$ cat src/rtl/hm10_at_sequencer_pkg.sv
// Shared types and constants for the HM-10 AT command sequencer.
package hm10_cfg_pkg;
    typedef enum logic [2:0] {IDLE, SEND, WAIT_RSP, GAP, DONE, FAIL} state_t;

    localparam logic [7:0] ASCII_O = 8'h4F;
    localparam logic [7:0] ASCII_K = 8'h4B;

    localparam int NUM_CMDS = 3;
    localparam int CMD_W    = 2;
    localparam int CHAR_W   = 4;

    localparam int CMD0_LEN = 2;   // "AT"
    localparam int CMD1_LEN = 11;  // "AT+NAMEFPGA"
    localparam int CMD2_LEN = 8;   // "AT+ROLE0"

    // Index of the final byte of a command.
    function automatic logic [CHAR_W-1:0] last_char(input logic [CMD_W-1:0] idx);
        case (idx)
            2'd0:    return CHAR_W'(CMD0_LEN - 1);
            2'd1:    return CHAR_W'(CMD1_LEN - 1);
            2'd2:    return CHAR_W'(CMD2_LEN - 1);
            default: return '0;
        endcase
    endfunction
endpackage

$ cat src/rtl/hm10_at_sequencer_if.sv
// Byte handshake towards the UART transmitter and strobe from the receiver.
interface hm10_at_sequencer_if;
    logic [7:0] tx_data;
    logic       tx_valid;
    logic       tx_ready;
    logic [7:0] rx_data;
    logic       rx_valid;

    modport master (output tx_data, tx_valid, input tx_ready, rx_data, rx_valid);
    modport slave  (input tx_data, tx_valid, output tx_ready, rx_data, rx_valid);
endinterface

$ cat src/rtl/hm10_cmd_rom.sv
// Fixed AT command strings; maps (command, character) to a byte and a last flag.
module hm10_cmd_rom
    import hm10_cfg_pkg::*;
(
    input  logic [CMD_W-1:0]  cmd_idx,
    input  logic [CHAR_W-1:0] char_idx,
    output logic [7:0]        data,
    output logic              last
);
    // Index 0 is the first character on the wire.
    localparam logic [0:CMD0_LEN-1][7:0] CMD0 = "AT";
    localparam logic [0:CMD1_LEN-1][7:0] CMD1 = "AT+NAMEFPGA";
    localparam logic [0:CMD2_LEN-1][7:0] CMD2 = "AT+ROLE0";

    // Byte lookup; out-of-range characters read as zero.
    always_comb begin
        data = '0;
        case (cmd_idx)
            2'd0: if (char_idx < CHAR_W'(CMD0_LEN)) data = CMD0[char_idx[0]];
            2'd1: if (char_idx < CHAR_W'(CMD1_LEN)) data = CMD1[char_idx];
            2'd2: if (char_idx < CHAR_W'(CMD2_LEN)) data = CMD2[char_idx[2:0]];
            default: data = '0;
        endcase
    end

    assign last = (char_idx == last_char(cmd_idx));
endmodule

$ cat src/rtl/hm10_at_sequencer.sv
// Sends the AT command list to an HM-10, waits for "OK" after each, retries on timeout.
module hm10_at_sequencer
    import hm10_cfg_pkg::*;
#(
    parameter int TIMEOUT_CYC = 25000000,
    parameter int GAP_CYC     = 1000000,
    parameter int MAX_RETRY   = 3
) (
    input  logic               clk,
    input  logic               reset,
    input  logic               start,
    hm10_at_sequencer_if.master bus,
    output logic               busy,
    output logic               done,
    output logic               error,
    output logic [CMD_W-1:0]   cmd_idx
);
    localparam int TIMER_MAX = (TIMEOUT_CYC > GAP_CYC) ? TIMEOUT_CYC : GAP_CYC;
    localparam int TIMER_W   = (TIMER_MAX > 1) ? $clog2(TIMER_MAX) : 1;
    // The retry count must be able to hold MAX_RETRY itself.
    localparam int RETRY_W   = (MAX_RETRY > 0) ? $clog2(MAX_RETRY + 1) : 1;

    state_t               state, state_nxt;
    logic [CMD_W-1:0]     cmd_nxt;
    logic [CHAR_W-1:0]    chr, chr_nxt;
    logic [RETRY_W-1:0]   retry, retry_nxt;
    logic [TIMER_W-1:0]   timer, timer_nxt;
    logic                 m1, m1_nxt;
    logic                 ok, ok_nxt;
    logic                 matched;
    logic                 tx_valid_q, tx_valid_nxt;
    logic [7:0]           tx_data_q;
    logic                 last_q;
    logic                 busy_nxt, done_nxt, error_nxt;
    logic [7:0]           rom_data;
    logic                 rom_last;

    // ROM is addressed with the next position so tx_data and the last flag are registered.
    hm10_cmd_rom rom (
        .cmd_idx  (cmd_nxt),
        .char_idx (chr_nxt),
        .data     (rom_data),
        .last     (rom_last)
    );

    assign bus.tx_data  = tx_data_q;
    assign bus.tx_valid = tx_valid_q;

    // Next-state and next-output logic.
    always_comb begin
        state_nxt    = state;
        cmd_nxt      = cmd_idx;
        chr_nxt      = chr;
        retry_nxt    = retry;
        timer_nxt    = timer;
        m1_nxt       = m1;
        ok_nxt       = ok;
        matched      = 1'b0;
        tx_valid_nxt = tx_valid_q;
        busy_nxt     = busy;
        done_nxt     = done;
        error_nxt    = error;
        case (state)
            IDLE, DONE, FAIL: begin
                if (start) begin
                    state_nxt    = SEND;
                    cmd_nxt      = '0;
                    chr_nxt      = '0;
                    retry_nxt    = '0;
                    done_nxt     = 1'b0;
                    error_nxt    = 1'b0;
                    busy_nxt     = 1'b1;
                    tx_valid_nxt = 1'b1;
                end
            end
            SEND: begin
                if (tx_valid_q && bus.tx_ready) begin
                    if (last_q) begin
                        state_nxt    = WAIT_RSP;
                        timer_nxt    = '0;
                        m1_nxt       = 1'b0;
                        tx_valid_nxt = 1'b0;
                    end else begin
                        chr_nxt = chr + CHAR_W'(1);
                    end
                end
            end
            WAIT_RSP: begin
                timer_nxt = timer + TIMER_W'(1);
                // 'O' always (re)arms the matcher, so "OOK" still matches.
                if (bus.rx_valid) begin
                    matched = m1 && (bus.rx_data == ASCII_K);
                    m1_nxt  = (bus.rx_data == ASCII_O);
                end
                if (matched) begin
                    state_nxt = GAP;
                    timer_nxt = '0;
                    ok_nxt    = 1'b1;
                end else if (timer == TIMER_W'(TIMEOUT_CYC - 1)) begin
                    if (retry < RETRY_W'(MAX_RETRY)) begin
                        retry_nxt = retry + RETRY_W'(1);
                        state_nxt = GAP;
                        timer_nxt = '0;
                        ok_nxt    = 1'b0;
                    end else begin
                        state_nxt = FAIL;
                        busy_nxt  = 1'b0;
                        error_nxt = 1'b1;
                    end
                end
            end
            GAP: begin
                timer_nxt = timer + TIMER_W'(1);
                if (timer == TIMER_W'(GAP_CYC - 1)) begin
                    timer_nxt = '0;
                    if (ok && (cmd_idx == CMD_W'(NUM_CMDS - 1))) begin
                        state_nxt = DONE;
                        busy_nxt  = 1'b0;
                        done_nxt  = 1'b1;
                    end else begin
                        if (ok) begin
                            cmd_nxt   = cmd_idx + CMD_W'(1);
                            retry_nxt = '0;
                        end
                        chr_nxt      = '0;
                        state_nxt    = SEND;
                        tx_valid_nxt = 1'b1;
                    end
                end
            end
            default: state_nxt = IDLE;
        endcase
    end

    // State and registered outputs; tx_data only reloads while sending.
    always_ff @(posedge clk) begin
        if (reset) begin
            state      <= IDLE;
            cmd_idx    <= '0;
            chr        <= '0;
            retry      <= '0;
            timer      <= '0;
            m1         <= 1'b0;
            ok         <= 1'b0;
            tx_valid_q <= 1'b0;
            tx_data_q  <= '0;
            last_q     <= 1'b0;
            busy       <= 1'b0;
            done       <= 1'b0;
            error      <= 1'b0;
        end else begin
            state      <= state_nxt;
            cmd_idx    <= cmd_nxt;
            chr        <= chr_nxt;
            retry      <= retry_nxt;
            timer      <= timer_nxt;
            m1         <= m1_nxt;
            ok         <= ok_nxt;
            tx_valid_q <= tx_valid_nxt;
            tx_data_q  <= (state_nxt == SEND) ? rom_data : tx_data_q;
            last_q     <= rom_last;
            busy       <= busy_nxt;
            done       <= done_nxt;
            error      <= error_nxt;
        end
    end
endmodule

$ cat src/flat_wrapper.sv
// flat-port wrapper written by rule: the top's interface ports become plain ports
module hm10_at_sequencer_flat import hm10_cfg_pkg::*;
#(
    parameter int TIMEOUT_CYC = 25000000,
    parameter int GAP_CYC     = 1000000,
    parameter int MAX_RETRY   = 3
)
  (clk, reset, start, busy, done, error, cmd_idx, bus_tx_data, bus_tx_valid, bus_tx_ready, bus_rx_data, bus_rx_valid);
  hm10_at_sequencer_if bus_i ();
  input  logic clk;
  input  logic reset;
  input  logic start;
  output logic busy;
  output logic done;
  output logic error;
  output logic [CMD_W-1:0] cmd_idx;
  output wire logic [$bits(bus_i.tx_data)-1:0] bus_tx_data;
  output wire logic [$bits(bus_i.tx_valid)-1:0] bus_tx_valid;
  input wire logic [$bits(bus_i.tx_ready)-1:0] bus_tx_ready;
  input wire logic [$bits(bus_i.rx_data)-1:0] bus_rx_data;
  input wire logic [$bits(bus_i.rx_valid)-1:0] bus_rx_valid;
  assign bus_tx_data = bus_i.tx_data;
  assign bus_tx_valid = bus_i.tx_valid;
  assign bus_i.tx_ready = bus_tx_ready;
  assign bus_i.rx_data = bus_rx_data;
  assign bus_i.rx_valid = bus_rx_valid;
  hm10_at_sequencer #(.TIMEOUT_CYC(TIMEOUT_CYC), .GAP_CYC(GAP_CYC), .MAX_RETRY(MAX_RETRY)) u_core (.clk(clk), .reset(reset), .start(start), .bus(bus_i), .busy(busy), .done(done), .error(error), .cmd_idx(cmd_idx));
endmodule
$ cat config.mk
export PLATFORM = sky130hd
export DESIGN_NAME = hm10_at_sequencer_flat
export DESIGN_NICKNAME = d
export VERILOG_FILES = /design/src/rtl/hm10_at_sequencer_pkg.sv /design/src/rtl/hm10_at_sequencer_if.sv /design/src/rtl/hm10_cmd_rom.sv /design/src/rtl/hm10_at_sequencer.sv /design/src/flat_wrapper.sv
export SDC_FILE = /design/constraint.sdc
export NUM_CORES = 1
export LEC_CHECK = 0
export ABC_CLOCK_PERIOD_IN_PS = 8750
export BUFFER_PORTS_ARGS = -buffer_cell sky130_fd_sc_hd__buf_4
export CAP_MARGIN = 20
export CORE_UTILIZATION = 35
export CTS_CLUSTER_SIZE = 20
export DETAILED_ROUTE_END_ITERATION = 8
export PLACE_DENSITY = 0.62
export SLEW_MARGIN = 20
export SYNTH_ARGS = -nofsm -noshare
export SYNTH_HDL_FRONTEND = slang
export SYNTH_SLANG_ARGS = --single-unit
$ cat constraint.sdc
create_clock -name clk -period 8.75 [get_ports clk]
set_input_delay 1.75 -clock clk [delete_from_list [all_inputs] [get_ports clk]]
set_output_delay 1.75 -clock clk [all_outputs]
set_load 0.01 [all_outputs]
; Yosys cells after proc, flatten, opt, wreduce, memory -nomap -nowiden
; Memories as Yosys holds them, arrays and structs flattened.
; Index checks and enable logic that the tools add are counted.
[classes]
n_bitwise = 3
n_reduce_logical = 22
n_eq_ne = 26
order_cmp = 7
muxes = 74
add_sub_neg = 4
[ops]
columns = cell, count
row1 = two-way mux 25 bit, 6
row2 = case mux 25 bit (3 select lines), 1
row3 = two-way mux 8 bit, 9
row4 = "adder 25 x 1 -> 25 bit, second input constant", 1
row5 = "== test 25 x 20 -> 1 bit, second input constant", 1
row6 = "== test 25 bit, second input constant", 1
row7 = two-way mux 3 bit, 8
row8 = case mux 4 bit (3 select lines), 2
row9 = case mux 8 bit (3 select lines), 1
row10 = two-way mux 1 bit, 22
row11 = two-way mux 2 bit, 11
row12 = two-way mux 4 bit, 5
row13 = "== test 8 x 7 -> 1 bit, second input constant", 2
row14 = "!= test 2 x 1 -> 1 bit, second input constant", 7
row15 = case mux 3 bit (4 select lines), 1
row16 = "!= test 2 bit, second input constant", 5
row17 = nonzero test 2 bit, 5
row18 = nonzero test 3 bit, 3
row19 = "less-than comparator 4 bit, second input constant", 2
row20 = AND reduction 4 bit, 2
row21 = AND reduction 8 bit, 1
row22 = AND reduction 7 bit, 1
row23 = "== test 3 x 1 -> 1 bit, second input constant", 2
row24 = "== test 3 x 2 -> 1 bit, second input constant", 2
row25 = 26 further kinds, 35
[totals]
mem_bits_ro = 192
ff_bits = 51
in_bits = 13
output_inout_bits = 14
elab_cells = 151
memories = 2
[memory_table]
columns = name, words, word_bits, rd, rd_clocked_by_memory_dff, wr, line_no
row1 = (no name shown), 16, 8, 1, 0, 0, hm10_cmd_rom.sv:20  ; 2'd1: if (char_idx < CHAR_W'(CMD1_LEN)) data = CMD1[char_idx];
row2 = (no name shown), 8, 8, 1, 0, 0, hm10_cmd_rom.sv:21  ; 2'd2: if (char_idx < CHAR_W'(CMD2_LEN)) data = CMD2[char_idx[2:0]];

; Longest topological paths before layout
; Gate-level depths: netlist of the first run.
[logic_depth]
depth_word = 11
mapped_depth = 14
ltp_nobuf = 13

; Hierarchy
; A second synthesis of the first run with hierarchy kept.
[hier_totals]
hier_cells = 374
area_unflattened_um2 = 3111.7
[by_module_without_submodules]
columns = module, seq_area_each_um2, cells_each, area_each_um2, n_inst
row1 = hm10_at_sequencer, 1021.0, 304, 2680.1, 1
row2 = hm10_cmd_rom, 0.0, 70, 431.7, 1

; Worst setup path after synthesis of the first run
; OpenSTA, ideal clock, no wires.
[synth_path]
kind = input port to flip-flop
start = input start
end = register u_core.tx_data_q[0], in the netlist u_core.bus.tx_data[0]
t_arrival_ns = 3.494
stages = 9
path_buffers = 1
required_ns = 8.657
setup_time_ns = 0.093
path_slack_ns = 5.162
path_cell_list = nor3b_1 a211o_1 inv_1 ha_1 nor2_1 and4_1 buf_6 nand2_2 o311ai_2
[synth_via]
word_cells_on_any_way = 29
cone_classes = order compare (3) / eq/ne (3) / mux (17) / bitwise (3) / reduce/logical (1) / memory (2)
[synth_lines]
columns = element, line_no
row1 = "start, declared", flat_wrapper.sv:12  ; input logic start;
row2 = two-way mux 2 bit (*), hm10_at_sequencer.sv:65  ; if (start) begin
row3 = case mux 2 bit (2 select lines) (*), hm10_at_sequencer.sv:63  ; case (state)
row4 = named net u_core.cmd_nxt[1], hm10_at_sequencer.sv:24  ; logic [CMD_W-1:0] cmd_nxt;
row5 = == test 2 bit (tied with other cells), hm10_cmd_rom.sv:18  ; case (cmd_idx)
row6 = case mux 8 bit (3 select lines) (*), hm10_cmd_rom.sv:18
row7 = "end signal, assigned", hm10_at_sequencer.sv:160  ; tx_data_q <= (state_nxt == SEND) ? rom_data : tx_data_q;
row8 = "end, declared", hm10_at_sequencer.sv:32  ; logic [7:0] tx_data_q;
; Mark *: on every way through the listed nets, which the timed path passes. The rest lies on a longest branch. The select of a mux whose other input is x is not followed.
; A chain may end at the register's enable or synchronous reset.

; Worst setup path in the final report of the first run
; Same ends and word-level chain as after synthesis.

==> impl_metrics.tcl, run 1 <==
set metrics [dict create \
    status "completed" \
    cap_violations 0 \
    viasPerCell 5.461 \
    antenna_cells 0 \
    dieArea_mm2 0.008910 \
    rsz0062_at_grt "false" \
    max_freq_mhz 255.1 \
    p_per_area_mw_per_mm2 122.0 \
    grt_pass1_wl_mm 11.67 \
    cts_tree "built" \
    dieHeight_um 94.40 \
    cp.depth 9 \
    yosysWarningCount 0 \
    yosysTopAreaCellShare_pct 33.50 \
    cts.repair.resized 0 \
    hp-class "flop to flop" \
    cts.sinks 50 \
    required_ps 8970 \
    num_rows 33 \
    wirelength_mm 6.954 \
    area_growth_pct 10.05 \
    slew_viol_final 0 \
    synth-edff-count 0 \
    grt_pass1_vias 2471 \
    finish.instance_area_mm2 0.003288 \
    vdd_ir_drop_max_mv 0.05650 \
    root_buffer "clkbuf_8" \
    slew_headroom_pct 29.39 \
    drive_gt1_share_pct 14.59 \
    portBuffers 25 \
    synth_fp_nets 381 \
    clock_path_buffers 2 \
    grt-ovfl-total 0 \
    hold_viol 0 \
    clock_latency_ps 310 \
    skew_ps 16.87 \
    firstDrtPassIters 4 \
    netlist_top_cells_area "dfxtp_1 34%, nor2_1 6.4%, nand2_1 4.5%" \
    path_class "input pin to flop" \
    crit_path_start_kind "input pin" \
    vias 2632 \
    worst_pin_slew_ps 1057 \
    ff2ff_path_depth 12 \
    synth_top_cell_by_area "dfxtp_1" \
    syn-cell-area_mm2 0.002988 \
    dp_hpwl_mm 5.128 \
    start_util_pct 36.18 \
    cts_setup_buffers 0 \
    synth_area_per_cell_um2 8.300 \
    crit_chain "buf_4, nor3b_1, a211o_1, inv_1, ha_1, nor2_1, and4_1, nand2_2, o311ai_2" \
    synth_flop_cell "dfxtp_1" \
    final-setup-viol-count 0 \
    async_flop_share_pct 0 \
    synth_cells 360 \
    die_width_um 94.40 \
    h-tree-depth 2 \
    p_leak_nw 1.151 \
    hold_buffers 0 \
    total_power_mw 0.4013 \
    antenna_found_initial 0 \
    postRouteAntennaNets 0 \
    ios 27 \
    critPathCaptureType "flop" \
    gp_congestion 0.8910 \
    hold_path_depth 2 \
    grt_usage_pct 16.51 \
    place_ws_ps 4500 \
    critical-path-top-delay-family "simple AND/OR/NAND/NOR gates" \
    min_period_ps 3920 \
    wl_per_cell_um 14.43 \
    slowest_delay_ps 850 \
    period_share_pct 44.80 \
    drc 0 \
    path_clk_slew_ps 100 \
    fin_ws_ps 4830 \
    synth_seq_area_share_pct 33.50 \
    critPathSlowestCell "nor3b_1" \
    fin_nets 397 \
    core_area_mm2 0.008258 \
    cp_num_buf_inv 2 \
    cp_max_fo 8 \
    grt_max_degree 24 \
    ys_seq_elements 50 \
    numCtsBuffers 5 \
    yosysUniqueCellTypes 71 \
    drt_iter0_drc 66 \
    post_dp_cell_area_mm2 0.003202 \
    arrival_ps 4140 \
    fin_setup_tns_ps 0 \
]
==> cells in the mapped netlist, drive strengths merged (3+ instances only) <==
master / number
nor4: 5
a21oi: 20
ha: 8
nor4b: 4
nand2: 38
nor2b: 3
buf: 8
a22oi: 5
o22ai: 3
nor2: 52
nor3: 10
or3: 7
nor3b: 5
clkbuf: 8
inv: 7
dfxtp: 50
and3: 8
nand4: 10
nand2b: 5
nand4b: 3
o21a: 3
o21ai: 20
a31oi: 6
xnor2: 14
a21o: 4
nand3: 9
xor2: 9
==> tightest hold or removal path, stage by stage (launching register included) <==
cell     delay, ps
dfxtp_1        320
nand2_1         50
o21ai_1         50
==> per-stage QoR <==
step           util, %  hold WS (ps)  std cells
5_1_grt          39.82         478.3        482
6_report         39.82         452.6        482
3_5_place_dp     38.77         446.3        474
3_3_place_gp     38.77         440.1        474
4_1_cts          39.82         460.7        482
2_1_floorplan        -         444.9        360
==> kinds of logic after synthesis <==
kind of cell               after synthesis  synth area share [%]
other                                    1                0.1255
and+or+nand+nor                        170                 31.41
buffers and inverters                   23                 4.397
DFF                                     50                 33.50
adders and majority gates                8                 3.350
xor gates and xnor gates                23                 6.742
AOI/OAI and AO/OA                       85                 20.48
==> final timing paths <==
check / start / to / slack, ps
setup reg to reg: u_core.timer[0]$_SDFFE_PP0P_ / u_core.bus.tx_data[0]$_SDFFE_PP0N_ / 5490
setup / recovery: start / u_core.bus.tx_data[0]$_SDFFE_PP0N_ / 4830
hold / removal: u_core.bus.tx_data[4]$_SDFFE_PP0N_ / u_core.bus.tx_data[4]$_SDFFE_PP0N_ / 450
hold reg to reg: u_core.bus.tx_data[4]$_SDFFE_PP0N_ / u_core.bus.tx_data[4]$_SDFFE_PP0N_ / 450
==> report_power, final <==
group          leakage [nW]  switching [mW]  internal, mW  total [mW]
clock                0.0452          0.0804        0.0567       0.137
sequential            0.404         0.00287         0.230       0.233
combinational         0.702          0.0178        0.0135      0.0313
total                  1.15           0.101         0.300       0.401
==> layout by cell type (no fill, tap or decap), drive strengths merged, types with 8 or more instances in the layout <==
cell,count
a21oi,20
and3,8
buf,25
dfxtp,50
ha,8
nand2,38
nand3,9
nand4,10
nor2,52
nor3,10
o21ai,20
xnor2,14
xor2,9
==> per-layer routing <==
metal	track usage (%)	part of all wire, %	vias up
li1	-	-	1343
met2	27.60	48	35
met3	2.818	2.5	7
met4	4.744	1.2	0
met1	21.72	48	1247
met5	0	0	-
==> state kept, by name, summed over array words and instances (netlist names), 2 cells and up <==
register / cells
u_core.bus.tx_data: 7
u_core.chr: 4
u_core.cmd_idx: 2
u_core.retry: 2
u_core.state: 3
u_core.timer: 25
==> area by class of cell <==
type	instances	area, um2
Clock buffer	6	72.57
Clock inverter	2	13.76
Timing Repair Buffer	25	187.7
Sequential cell	50	1001
Inverter	7	26.28
Multi-Input combinational cell	287	1856
Fill cell	865	4970
Tap cell	105	131.4
Note: power is estimated with default switching activity, not from simulation.
==> run 2: changes to the inputs <==
ABC_CLOCK_PERIOD_IN_PS = 3880   (was 8750)
clock period = 3.88 ns   (was 8.75 ns; I/O delays follow)
==> impl_metrics.tcl, run 2 (synthesized netlist as in run 1, its figures left out) <==
set metrics [dict create \
    final_common_cell "nor2_1" \
    clock_path_buffers 2 \
    postRouteAntennaNets 0 \
    slew_viol_final 0 \
    hold_viol 0 \
    h-tree-depth 2 \
    drive_gt1_share_pct 15.53 \
    regMostFlops "u_core.timer" \
    gp_congestion 0.8186 \
    ios 27 \
    viasPerCell 5.381 \
    skew_ps 16.66 \
    area_growth_pct 10.93 \
    antenna_cells 0 \
    pwr-share-comb_pct 8.0 \
    path_clk_slew_ps 100 \
    cap_violations 0 \
    crit_path_start_kind "flop" \
    drt_iter0_drc 75 \
    p_per_area_mw_per_mm2 272.9 \
    cts.repair.resized 0 \
    grt_max_degree 24 \
    grt-ovfl-total 0 \
    critPathCaptureType "flop" \
    grt_usage_pct 15.96 \
    finish.utilization_pct 40.14 \
    antenna_found_initial 0 \
    min_period_ps 3255 \
    p_int_mw 0.6764 \
    cts.sinks 50 \
    period_share_pct 83.89 \
    p_leak_nw 1.171 \
    start_util_pct 36.18 \
    fin_setup_tns_ps 0 \
    final_cell_mix "51 x nor2_1, 50 x dfxtp_1, 36 x nand2_1, 29 x buf_4, 19 x a21oi_1" \
    pwr-share-clk_pct 33.9 \
    wl_per_cell_um 13.80 \
    hp-class "flop to flop" \
    largest_reg_flops 25 \
    core_area_mm2 0.008258 \
    portBuffers 25 \
    hold_buffers 0 \
    firstDrtPassIters 4 \
    vdd_ir_drop_max_mv 0.1278 \
    grt_pass1_wl_mm 11.33 \
    die_width_um 94.40 \
    dieArea_mm2 0.008910 \
    rsz0062_at_grt "false" \
    cts_tree "built" \
    worst_pin_slew_ps 889.7 \
    path_class "flop to flop" \
    dieHeight_um 94.40 \
    wirelength_mm 6.694 \
    status "completed" \
    num_rows 33 \
    cp_max_fo 8 \
    max_freq_mhz 307.2 \
    arrival_ps 3520 \
    root_buffer "clkbuf_8" \
    dp_hpwl_mm 4.880 \
    seqPwrFrac_pct 58.1 \
    drc 0 \
    fin_nets 401 \
    final-setup-viol-count 0 \
    required_ps 4150 \
    swShare_pct 25.21 \
    holdWs_ps 460.9 \
    grt_pass1_vias 2441 \
    vias 2610 \
    cts_setup_buffers 0 \
    slew_headroom_pct 40.29 \
    clock_latency_ps 310 \
    power_switching_mw 0.2280 \
    numCtsBuffers 5 \
]
-- run 2: critical path, cell delays in order, from the launching register on --
cell	delay, ps
dfxtp_1	400
ha_1	190
and4_1	260
nand4_4	190
nor3_1	410
and4bb_2	340
nor2_1	50
a211o_1	330
inv_1	100
ha_1	330
a22oi_1	130
o311ai_2	270
a32o_2	210
-- run 2: layout make-up --
| type | count | area [um2] |
|---|---|---|
| fill | 843 | 4943 |
| multi-input combinational | 287 | 1856 |
| sequential | 50 | 1001 |
| timing repair buffer | 29 | 217.7 |
| tap | 105 | 131.4 |
| clock buffer | 5 | 68.82 |
| inverter | 7 | 26.28 |
| clock inverter | 2 | 13.76 |
-- run 2: power by group through the flow --
stage / Combinational, mW / Sequential, mW / Clock [mW]
6_report: 0.0720 / 0.525 / 0.307
4_1_cts: 0.0725 / 0.525 / 0.319
2_1_floorplan: 0.0462 / 0.537 / 0
3_5_place_dp: 0.0723 / 0.537 / 0
3_3_place_gp: 0.0722 / 0.537 / 0
5_1_grt: 0.0795 / 0.527 / 0.342
-- run 2: path summary, 6_finish.rpt --
kind | startpoint | end | slack [ps] | cells after the start
setup / recovery | u_core.timer[0]$_SDFFE_PP0P_ | u_core.bus.tx_data[6]$_SDFFE_PP0N_ | 620 | 12
hold / removal | u_core.bus.tx_data[4]$_SDFFE_PP0N_ | u_core.bus.tx_data[4]$_SDFFE_PP0N_ | 460 | 2
setup reg to reg | u_core.timer[0]$_SDFFE_PP0P_ | u_core.bus.tx_data[6]$_SDFFE_PP0N_ | 620 | 12
hold reg to reg | u_core.bus.tx_data[4]$_SDFFE_PP0N_ | u_core.bus.tx_data[4]$_SDFFE_PP0N_ | 460 | 2
-- run 2: through the flow --
step	power, mW	instances	setup WS [ps]	cell area [um2]
after detailed placement	0.6096	478	697.3	3232
after global placement	0.6093	478	751.1	3232
final	0.9044	485	625.0	3314
after floorplan	0.5833	360	1013	2988
after CTS	0.9169	485	626.5	3314
after global routing	0.9493	485	343.3	3314
-- run 2: routing by layer --
| layer | GRT usage (%) | wire length, um |
|---|---|---|
| met1 | 21.48 | 3309 |
| met2 | 25.66 | 3077 |
| met3 | 3.221 | 213 |
| met4 | 4.615 | 94 |
| met5 | 0 | 0 |
